==> src/rtl/scpad_pkg.sv <==
// Shared types and default geometry for the scratchpad swizzle stream.
package scpad_pkg;

    localparam int NUM_COLS  = 32;
    localparam int NUM_ROWS  = 1024;
    localparam int COL_IDX_W = $clog2(NUM_COLS);
    localparam int ROW_IDX_W = $clog2(NUM_ROWS);

    typedef enum logic {
        IDLE = 1'b0,
        RUN  = 1'b1
    } swizzle_state_t;

    typedef struct packed {
        logic [NUM_COLS-1:0]           valid;
        logic [NUM_COLS*COL_IDX_W-1:0] shift;
        logic [NUM_COLS*ROW_IDX_W-1:0] slot;
    } xbar_desc_t;

    typedef struct packed {
        logic [ROW_IDX_W-1:0] spad_addr;
        logic [COL_IDX_W-1:0] num_rows;
        logic [COL_IDX_W-1:0] num_cols;
        logic                 row_or_col;
        logic                 xor_en;
    } swizzle_req_t;

    // Index of the final beat: rows in row-major, columns in column-major.
    function automatic logic [COL_IDX_W-1:0] last_beat_idx(input swizzle_req_t r);
        return r.row_or_col ? r.num_rows : r.num_cols;
    endfunction

endpackage

==> src/rtl/swizzle_lane_calc.sv <==
// Combinational per-lane descriptor field: enable, bank shift and slot row for one lane.
module swizzle_lane_calc #(
    parameter int COL_IDX_W = 5,
    parameter int ROW_IDX_W = 10
) (
    input  logic [COL_IDX_W-1:0] lane,
    input  logic [COL_IDX_W-1:0] beat,
    input  logic [ROW_IDX_W-1:0] spad_addr,
    input  logic [COL_IDX_W-1:0] num_rows,
    input  logic [COL_IDX_W-1:0] num_cols,
    input  logic                 row_or_col,
    input  logic                 xor_en,
    output logic                 valid,
    output logic [COL_IDX_W-1:0] shift,
    output logic [ROW_IDX_W-1:0] slot
);

    logic [ROW_IDX_W-1:0] offs;
    logic [ROW_IDX_W-1:0] abs_addr;
    logic [COL_IDX_W-1:0] idx;

    // Row-major walks the beat down the rows; column-major spreads lanes across rows.
    assign offs     = ROW_IDX_W'(row_or_col ? beat : lane);
    assign abs_addr = spad_addr + offs;
    assign idx      = row_or_col ? lane : beat;

    assign valid = row_or_col ? (lane <= num_cols) : (lane <= num_rows);
    assign shift = xor_en ? (idx ^ abs_addr[COL_IDX_W-1:0]) : idx;
    assign slot  = abs_addr;

endmodule

==> src/rtl/swizzle_stream.sv <==
// Streams one crossbar descriptor per tile beat; SWIZZLE_STREAM_PERF_EN adds tile/stall counters.
//  state | meaning
//  IDLE  | ready for a tile request, no descriptor presented
//  RUN   | presenting desc_* for beat desc_beat until the last one is taken
module swizzle_stream
    import scpad_pkg::*;
#(
    parameter int NUM_COLS  = scpad_pkg::NUM_COLS,
    parameter int NUM_ROWS  = scpad_pkg::NUM_ROWS,
    parameter int COL_IDX_W = $clog2(NUM_COLS),
    parameter int ROW_IDX_W = $clog2(NUM_ROWS)
) (
    input  logic                           CLK,
    input  logic                           nRST,
    input  logic                           flush,
    input  logic                           req_valid,
    output logic                           req_ready,
    input  logic [ROW_IDX_W-1:0]           req_spad_addr,
    input  logic [COL_IDX_W-1:0]           req_num_rows,
    input  logic [COL_IDX_W-1:0]           req_num_cols,
    input  logic                           req_row_or_col,
    input  logic                           req_xor_en,
    output logic                           desc_valid,
    input  logic                           desc_ready,
    output logic [NUM_COLS-1:0]            desc_valid_mask,
    output logic [NUM_COLS*COL_IDX_W-1:0]  desc_shift_mask,
    output logic [NUM_COLS*ROW_IDX_W-1:0]  desc_slot_mask,
    output logic [COL_IDX_W-1:0]           desc_beat,
    output logic                           desc_last,
    output logic                           busy
`ifdef SWIZZLE_STREAM_PERF_EN
    ,
    output logic [31:0]                    perf_tiles,
    output logic [31:0]                    perf_stalls
`endif
);

    swizzle_state_t state_q, state_d;
    swizzle_req_t   req_q, src;
    logic [COL_IDX_W-1:0] beat_q, beat_src;
    logic                 last_q, last_d;
    xbar_desc_t           desc_q;

    logic [NUM_COLS-1:0]           valid_d;
    logic [NUM_COLS*COL_IDX_W-1:0] shift_d;
    logic [NUM_COLS*ROW_IDX_W-1:0] slot_d;

    logic hs, accept, advance;

    assign hs      = (state_q == RUN) && desc_ready;
    assign accept  = (state_q == IDLE) && req_valid && !flush;
    assign advance = hs && !last_q && !flush;

    always_ff @(posedge CLK or negedge nRST) begin
        if (!nRST) state_q <= IDLE;
        else       state_q <= state_d;
    end

    always_comb begin
        state_d = state_q;
        if (flush) begin
            state_d = IDLE;
        end else begin
            case (state_q)
                IDLE:    if (req_valid) state_d = RUN;
                RUN:     if (desc_ready && last_q) state_d = IDLE;
                default: state_d = IDLE;
            endcase
        end
    end

    always_comb begin
        req_ready  = (state_q == IDLE);
        desc_valid = (state_q == RUN);
        busy       = (state_q != IDLE);
    end

    // In IDLE the lanes evaluate beat 0 of the incoming request, otherwise the next beat of the latched one.
    always_comb begin
        src      = req_q;
        beat_src = beat_q + 1'b1;
        if (state_q == IDLE) begin
            src.spad_addr  = req_spad_addr;
            src.num_rows   = req_num_rows;
            src.num_cols   = req_num_cols;
            src.row_or_col = req_row_or_col;
            src.xor_en     = req_xor_en;
            beat_src       = '0;
        end
        last_d = (beat_src == last_beat_idx(src));
    end

    for (genvar k = 0; k < NUM_COLS; k++) begin : g_lane
        swizzle_lane_calc #(
            .COL_IDX_W (COL_IDX_W),
            .ROW_IDX_W (ROW_IDX_W)
        ) u_lane (
            .lane       (COL_IDX_W'(k)),
            .beat       (beat_src),
            .spad_addr  (src.spad_addr),
            .num_rows   (src.num_rows),
            .num_cols   (src.num_cols),
            .row_or_col (src.row_or_col),
            .xor_en     (src.xor_en),
            .valid      (valid_d[k]),
            .shift      (shift_d[k*COL_IDX_W +: COL_IDX_W]),
            .slot       (slot_d[k*ROW_IDX_W +: ROW_IDX_W])
        );
    end

    always_ff @(posedge CLK or negedge nRST) begin
        if (!nRST) begin
            req_q  <= '0;
            beat_q <= '0;
            last_q <= 1'b0;
            desc_q <= '0;
        end else if (accept || advance) begin
            if (accept) req_q <= src;
            beat_q       <= beat_src;
            last_q       <= last_d;
            desc_q.valid <= valid_d;
            desc_q.shift <= shift_d;
            desc_q.slot  <= slot_d;
        end
    end

    assign desc_valid_mask = desc_q.valid;
    assign desc_shift_mask = desc_q.shift;
    assign desc_slot_mask  = desc_q.slot;
    assign desc_beat       = beat_q;
    assign desc_last       = last_q;

`ifdef SWIZZLE_STREAM_PERF_EN
    // Counters survive flush so software can read totals across aborted tiles.
    always_ff @(posedge CLK or negedge nRST) begin
        if (!nRST) begin
            perf_tiles  <= '0;
            perf_stalls <= '0;
        end else begin
            if (hs && last_q)             perf_tiles  <= perf_tiles + 32'd1;
            if (desc_valid && !desc_ready) perf_stalls <= perf_stalls + 32'd1;
        end
    end
`endif

endmodule
==> config.mk <==
export PLATFORM = sky130hd
export DESIGN_NAME = swizzle_stream
export DESIGN_NICKNAME = d
export VERILOG_FILES = /design/src/rtl/scpad_pkg.sv /design/src/rtl/swizzle_lane_calc.sv /design/src/rtl/swizzle_stream.sv
export SDC_FILE = /design/constraint.sdc
export NUM_CORES = 1
export LEC_CHECK = 0
export CAP_MARGIN = 20
export CORE_MARGIN = 2
export CORE_UTILIZATION = 60
export DETAILED_ROUTE_END_ITERATION = 6
export PLACE_DENSITY = 0.85
export SYNTH_ARGS = -nofsm -noshare
export SYNTH_HDL_FRONTEND = slang
export SYNTH_HIERARCHICAL = 1
export SYNTH_SLANG_ARGS = --single-unit
==> constraint.sdc <==
create_clock -name CLK -period 10.6 [get_ports CLK]
set_input_delay 1.06 -clock CLK [delete_from_list [all_inputs] [get_ports CLK]]
set_output_delay 1.06 -clock CLK [all_outputs]
set_load 0.01 [all_outputs]
==> metrics, run 1 <==
Clock transition at path regs=0.06 ns; synth warn=6; core area=74,700 sq um; Post-synth ARST share=100%; nets=7,169; die width=279 microns; post-synthesis instance total=5,562; Area contributors post-synth=dfrtp_1 (30%), nand2_1 (15%), ha_1 (13%); CTS tree=done; fraction of layout cells with a size suffix above 1=5.33%; Post-synth EDFFs=0; DRT Wirelength=137,000 microns; hold crit path type=reg2reg; most frequent cells after synthesis=nand2_1 (1,776), inv_1 (581), dfrtp_1 (541); DR pass1 iterations=5; Pwr Total=10,700 uW; vias per cell=5.65; RSZ-0062 raised after global routing=no; wire per inst=17.9 microns; CP Class=reg2reg; CTS Sinks=541; most common flop cell mapped by yosys=dfrtp_1; Max clock buf depth=3; Post-Synthesis Cell Area=45,400 sq um; initial antenna violation count=9; Reg2Reg Depth=14; outcome=complete, no violations; Req. time, crit path=11.12 ns; PwrDens=192 nW/um^2; DP Cell Count=7,535; setup bufs post-CTS=0; Post-Layout Cell Count=7,659; DRC Markers=0; post-CTS sizing=0; die area=77,900 sq um; initial drt markers=3,422; Die Y-Extent=279 microns; number of synthesized register bits=541; vias=43,300; Hold Buf Count CTS=0; Max VDD drop=0.195 mV; TritonCTS buffer count=61; Synth-to-Final Area Change=23.4%; top cell type's share of synthesized area=29.8%; final slew viol count=0; fin crit share=45.7%; DRT antenna net count=0; synth unique cells=49; Port Buffers=547; worst hold path stage count=2; Max FO, Critical Path=88; Final setup viols=0; Leak=0.0293 uW; crit path DAT=5.37 ns; first-pass GRT wire length=220,000 microns; Worst-Margin Slew=1.17 ns; H-tree depth=2; GRT overflow=0; IO Pins=548; CTS root buffer=clkbuf_16; vias in the first global route=43,000; Cell Rows=100; setup_tns=0 ns; DP HPWL=88,600 microns; GP Congestion=0.870; crit path time final=4.85 ns; Clock Skew=0.0183 ns; most numerous cell in the Yosys netlist=nand2_1; maxcap violations=0; total track usage=34.6%; CP endpoint kind=register; Fmax=206 MHz; Hold Vio Cnt, Final=0; largest area contributor in the netlist=dfrtp_1; Clock Latency Late Sink=0.65 ns; startpoint types=register; average size of a mapped cell=8.16 sq um; initial core utilization=60.8%; largest net degree at the start of global routing=201; sequential share of the synthesized area=29.8%; Max-slew headroom=21.8%
## per-stage QoR
step	hold slack (ns)	setup slack [ns]	instance area [sq um]	utilization [%]
after floorplan	0.452	4.02	47600	-
after global placement	0.456	5.52	53800	72.1
after detailed placement	0.461	5.38	53800	72.1
after CTS	0.477	5.85	56000	75.0
after global routing	0.492	5.48	56000	75.0
final	0.472	5.75	56000	75.0
## layout by cell type, fill, tap and decap left out, drive strengths merged, types with 2 or more instances in the layout
cell type and instances:
a211oi 160, a2bb2oi 31, buf 37, a221oi 33, a21oi 99, nor2b 33
o21a 32, mux2i 201, fa 32, clkinvlp 7, nor3 64, o31a 32
nand4 65, a211o 32, xnor2 225, o21bai 32, clkbuf 85, ha 481
and3 32, nand3 35, xor2 69, o2111ai 32, bufinv 8, diode 9
mux2 138, o311ai 32, a221o 31, dfrtp 541, clkdlybuf4s50 546, nor2 163
nor3b 130, inv 584, o21ai 160, a21o 97, nand2b 2, a31oi 31
conb 576, clkinv 13, nand2 1776
## cell families after synthesis
kind of cell    Yosys count  synth area share, %
other cells               2               0.0165
flops                   541                 29.8
fa+ha+maj               513                 14.7
mux                     339                 7.91
xor+xnor                294                 5.67
simple gates           2301                 21.7
compound gates          837                 13.6
buf+inv                 735                 6.70
## power breakdown
group	internal [uW]	leakage [uW]	switching, uW	total (uW)
Clock	1360	0.00104	940	2300
Sequential	2720	0.00670	485	3210
Combinational	2440	0.0216	2780	5220
## critical path, stage by stage, from the launching register on
cell	delay, ns
dfrtp_2	1.07
mux2i_4	0.28
inv_8	0.56
buf_4	0.82
nand2_1	0.15
o21ai_0	0.13
ha_1	0.25
inv_1	0.07
fa_1	0.44
nor2b_4	0.14
o31a_1	0.21
o2111ai_1	0.16
xnor2_1	0.21
nand2_1	0.09
nand2_1	0.06
## flip-flops by register name, indices dropped and copies added, names as in the netlist
name / flops
busy: 1
req_q: 22
desc_last: 1
desc_slot_mask: 320
desc_shift_mask: 160
desc_valid_mask: 32
desc_beat: 5
## final timing paths
path                                startpoint             endpoint  slack [ns]
max                                       busy  desc_slot_mask[118]        5.75
min                        desc_valid_mask[27]  desc_valid_mask[27]        0.47
max reg2reg                               busy  desc_slot_mask[118]        5.75
min reg2reg                desc_valid_mask[27]  desc_valid_mask[27]        0.47
max in group asynchronous                 nRST  desc_shift_mask[81]        7.90
min in group asynchronous                 nRST   desc_slot_mask[59]        0.48
## metal layers
metal  track usage (%)  vias to the layer above  part of all wire [%]  wire length, microns
met1              42.2                    20700                    39                 54000
li1                  -                    20400                     -                     -
met4              19.5                        0                   5.6                  7690
met2              58.2                     1748                    47                 65000
met3              5.73                      456                   7.8                 10700
met5                 0                        -                     0                     0
## cell type report
type	count	area [sq um]
multi-input combinational	4860	31100
fill	5519	18700
sequential	541	13500
timing repair buffer	583	5810
inverter	582	2190
clock buffer	85	1770
tap	969	1210
clock inverter	30	390
antenna	9	22.5
(Power assumes the default switching activity.)
==> run 2: changes to the inputs <==
- CORE_UTILIZATION: 60 -> 53
- PLACE_DENSITY: 0.85 -> 0.79
- clock period: 10.6 -> 4.3 ns (I/O delays scaled with it)
==> metrics, run 2 (same netlist as run 1, synthesis figures left out) <==
final slew viol count=0; Max VDD drop=0.335 mV; Hold Vio Cnt, Final=0; Cell Rows=107; Synth-to-Final Area Change=26.6%; commonest non-fill, non-tap cell in the layout=nand2_1; RR Startpoint=busy; Max FO, Critical Path=57; Fmax=266 MHz; die width=297 microns; RSZ-0062 raised after global routing=no; hold crit path type=in2reg; most used cell, CP=nand2_1; Pint=16,200 uW; Pwr Total=26,500 uW; GP Congestion=0.867; total track usage=31.0%; Die Y-Extent=297 microns; initial drt markers=2,719; Max clock buf depth=3; IO Pins=548; Reg2Reg Depth=13; PwrDens=461 nW/um^2; Clock Latency Late Sink=0.64 ns; vias=42,600; crit path time final=3.76 ns; H-tree depth=2; initial antenna violation count=9; Fillers=6,901; final worst slack=0.541 ns; crit path DAT=4.29 ns; switching portion of total power=39.0%; Worst R2R End=desc_slot_mask[19]; nets=7,212; sw power=10,300 uW; most frequent cells in the layout=nand2_1 (1,776), conb_1 (576), inv_1 (571); HP Start=req_num_rows[0]; worst hold path stage count=2; FF-to-FF setup slack=0.54 ns; fin crit share=87.4%; post-CTS sizing=0; core area=85,000 sq um; largest net degree at the start of global routing=145; Port Buffers=547; CTS tree=done; fraction of layout cells with a size suffix above 1=7.71%; Clock transition at path regs=0.07 ns; vias in the first global route=42,400; clock share of power=20.4%; Clock Skew=0.0186 ns; initial core utilization=53.4%; Critical Path Max Stage Delay=0.67 ns; dpl ws=0.556 ns; CP Cell Sequence=mux2i_4, clkinvlp_4, buf_4, buf_12, mux2i_1, inv_1, ha_1, a211oi_1, o21bai_1, a221oi_1, nand2_1, nand2_1, nand2_1; CTS root buffer=clkbuf_16; die area=88,000 sq um; DP HPWL=93,100 microns; GRT overflow=0; vias per cell=5.42; DRT Wirelength=138,000 microns; maxcap violations=0; max reg flops=320; startpoint types=register; met1 wire length=57,600 microns; met3 wire length=8680 microns; Worst-Margin Slew=1.11 ns; Worst Hold Path EP=req_q[7]; setup_tns=0 ns; first-pass GRT wire length=219,000 microns; Top Layer Used=met5; CP endpoint kind=register; CP Class=reg2reg; Combinational Power Share=49.8%; Leak=0.0297 uW; outcome=complete, no violations; TritonCTS buffer count=61; sequential share of power=29.9%; Max-slew headroom=26.3%; Req. time, crit path=4.83 ns; DRT antenna net count=0; WL met2=66,000 microns; CTS Sinks=541; DRC Markers=0; DR pass1 iterations=6; wire per inst=17.6 microns; Critical-path top delay cell=dfrtp_2; Final setup viols=0
==> run 2: cell count changes in the layout (fill, tap and decap cells not counted), moves of 14 or more <==
cell,before,now
ha_1,481,447
fa_1,32,0
fa_2,0,32
o21ai_0,160,129
buf_12,5,32
ha_4,0,27
o21ai_1,0,18
buf_4,31,46
xnor2_1,225,211
xnor2_2,0,14
==> run 2: worst max-delay path: cells and delay by family, from the launching register on <==
kind / cells / cell delay (ns)
mux: 2 / 0.78
fa+ha+maj: 1 / 0.31
simple gates: 3 / 0.19
flops: 1 / 0.67
compound gates: 3 / 0.92
buf+inv: 4 / 0.77
==> run 2: repair_timing <==
action | CTS | global route
hold endpoints to repair | 77 | 0
hold buffers | 1 | 0
buffers inserted | 0 | 0
==> run 2: how the worst max path moves through the flow <==
stage / slack (ns) / cells past startpoint / start / end
detailed placement: 0.56 / 14 / req_row_or_col / desc_slot_mask[215]
CTS: 0.55 / 13 / busy / desc_slot_mask[19]
global route: 0.29 / 13 / busy / desc_slot_mask[15]
global placement: 0.68 / 14 / req_row_or_col / desc_slot_mask[8]
floorplan: -0.80 / 13 / busy / desc_slot_mask[98]
finish: 0.54 / 13 / busy / desc_slot_mask[19]
==> run 2: layout make-up <==
class	count	area, sq um	area share (%)
tap	1144	1430	2.49
clock buffer	83	1720	2.99
inverter	582	2190	3.81
antenna	2	5.00	0.00871
sequential	541	13500	23.6
multi-input combinational	4860	31800	55.3
timing repair buffer	626	6480	11.3
clock inverter	25	309	0.538
==> run 2: routing by layer <==
layer / vias to the layer above / global-route usage [%]
met5: - / 0
met2: 1339 / 52.7
met4: 12 / 13.3
met3: 356 / 4.75
met1: 20500 / 39.2
li1: 20400 / -
==> run 2: through the flow <==
step                      utilization [%]  hold WS, ns  cell area, sq um  cells
after floorplan                         -        0.134             48300   6136
after global placement               65.2        0.458             55400   7752
after detailed placement             65.2        0.461             55400   7752
after CTS                            67.6        0.399             57500   7861
after global routing                 67.6        0.418             57500   7863
final                                67.6        0.431             57500   7863
==> run 2: power by group through the flow <==
stage	registers (uW)	logic (uW)	clock network [uW]
final	7920	13200	5390
after global routing	8060	14500	5670
after CTS	7910	13100	5480
after detailed placement	7950	13000	0
after global placement	7970	12700	0
after floorplan	8380	6900	0
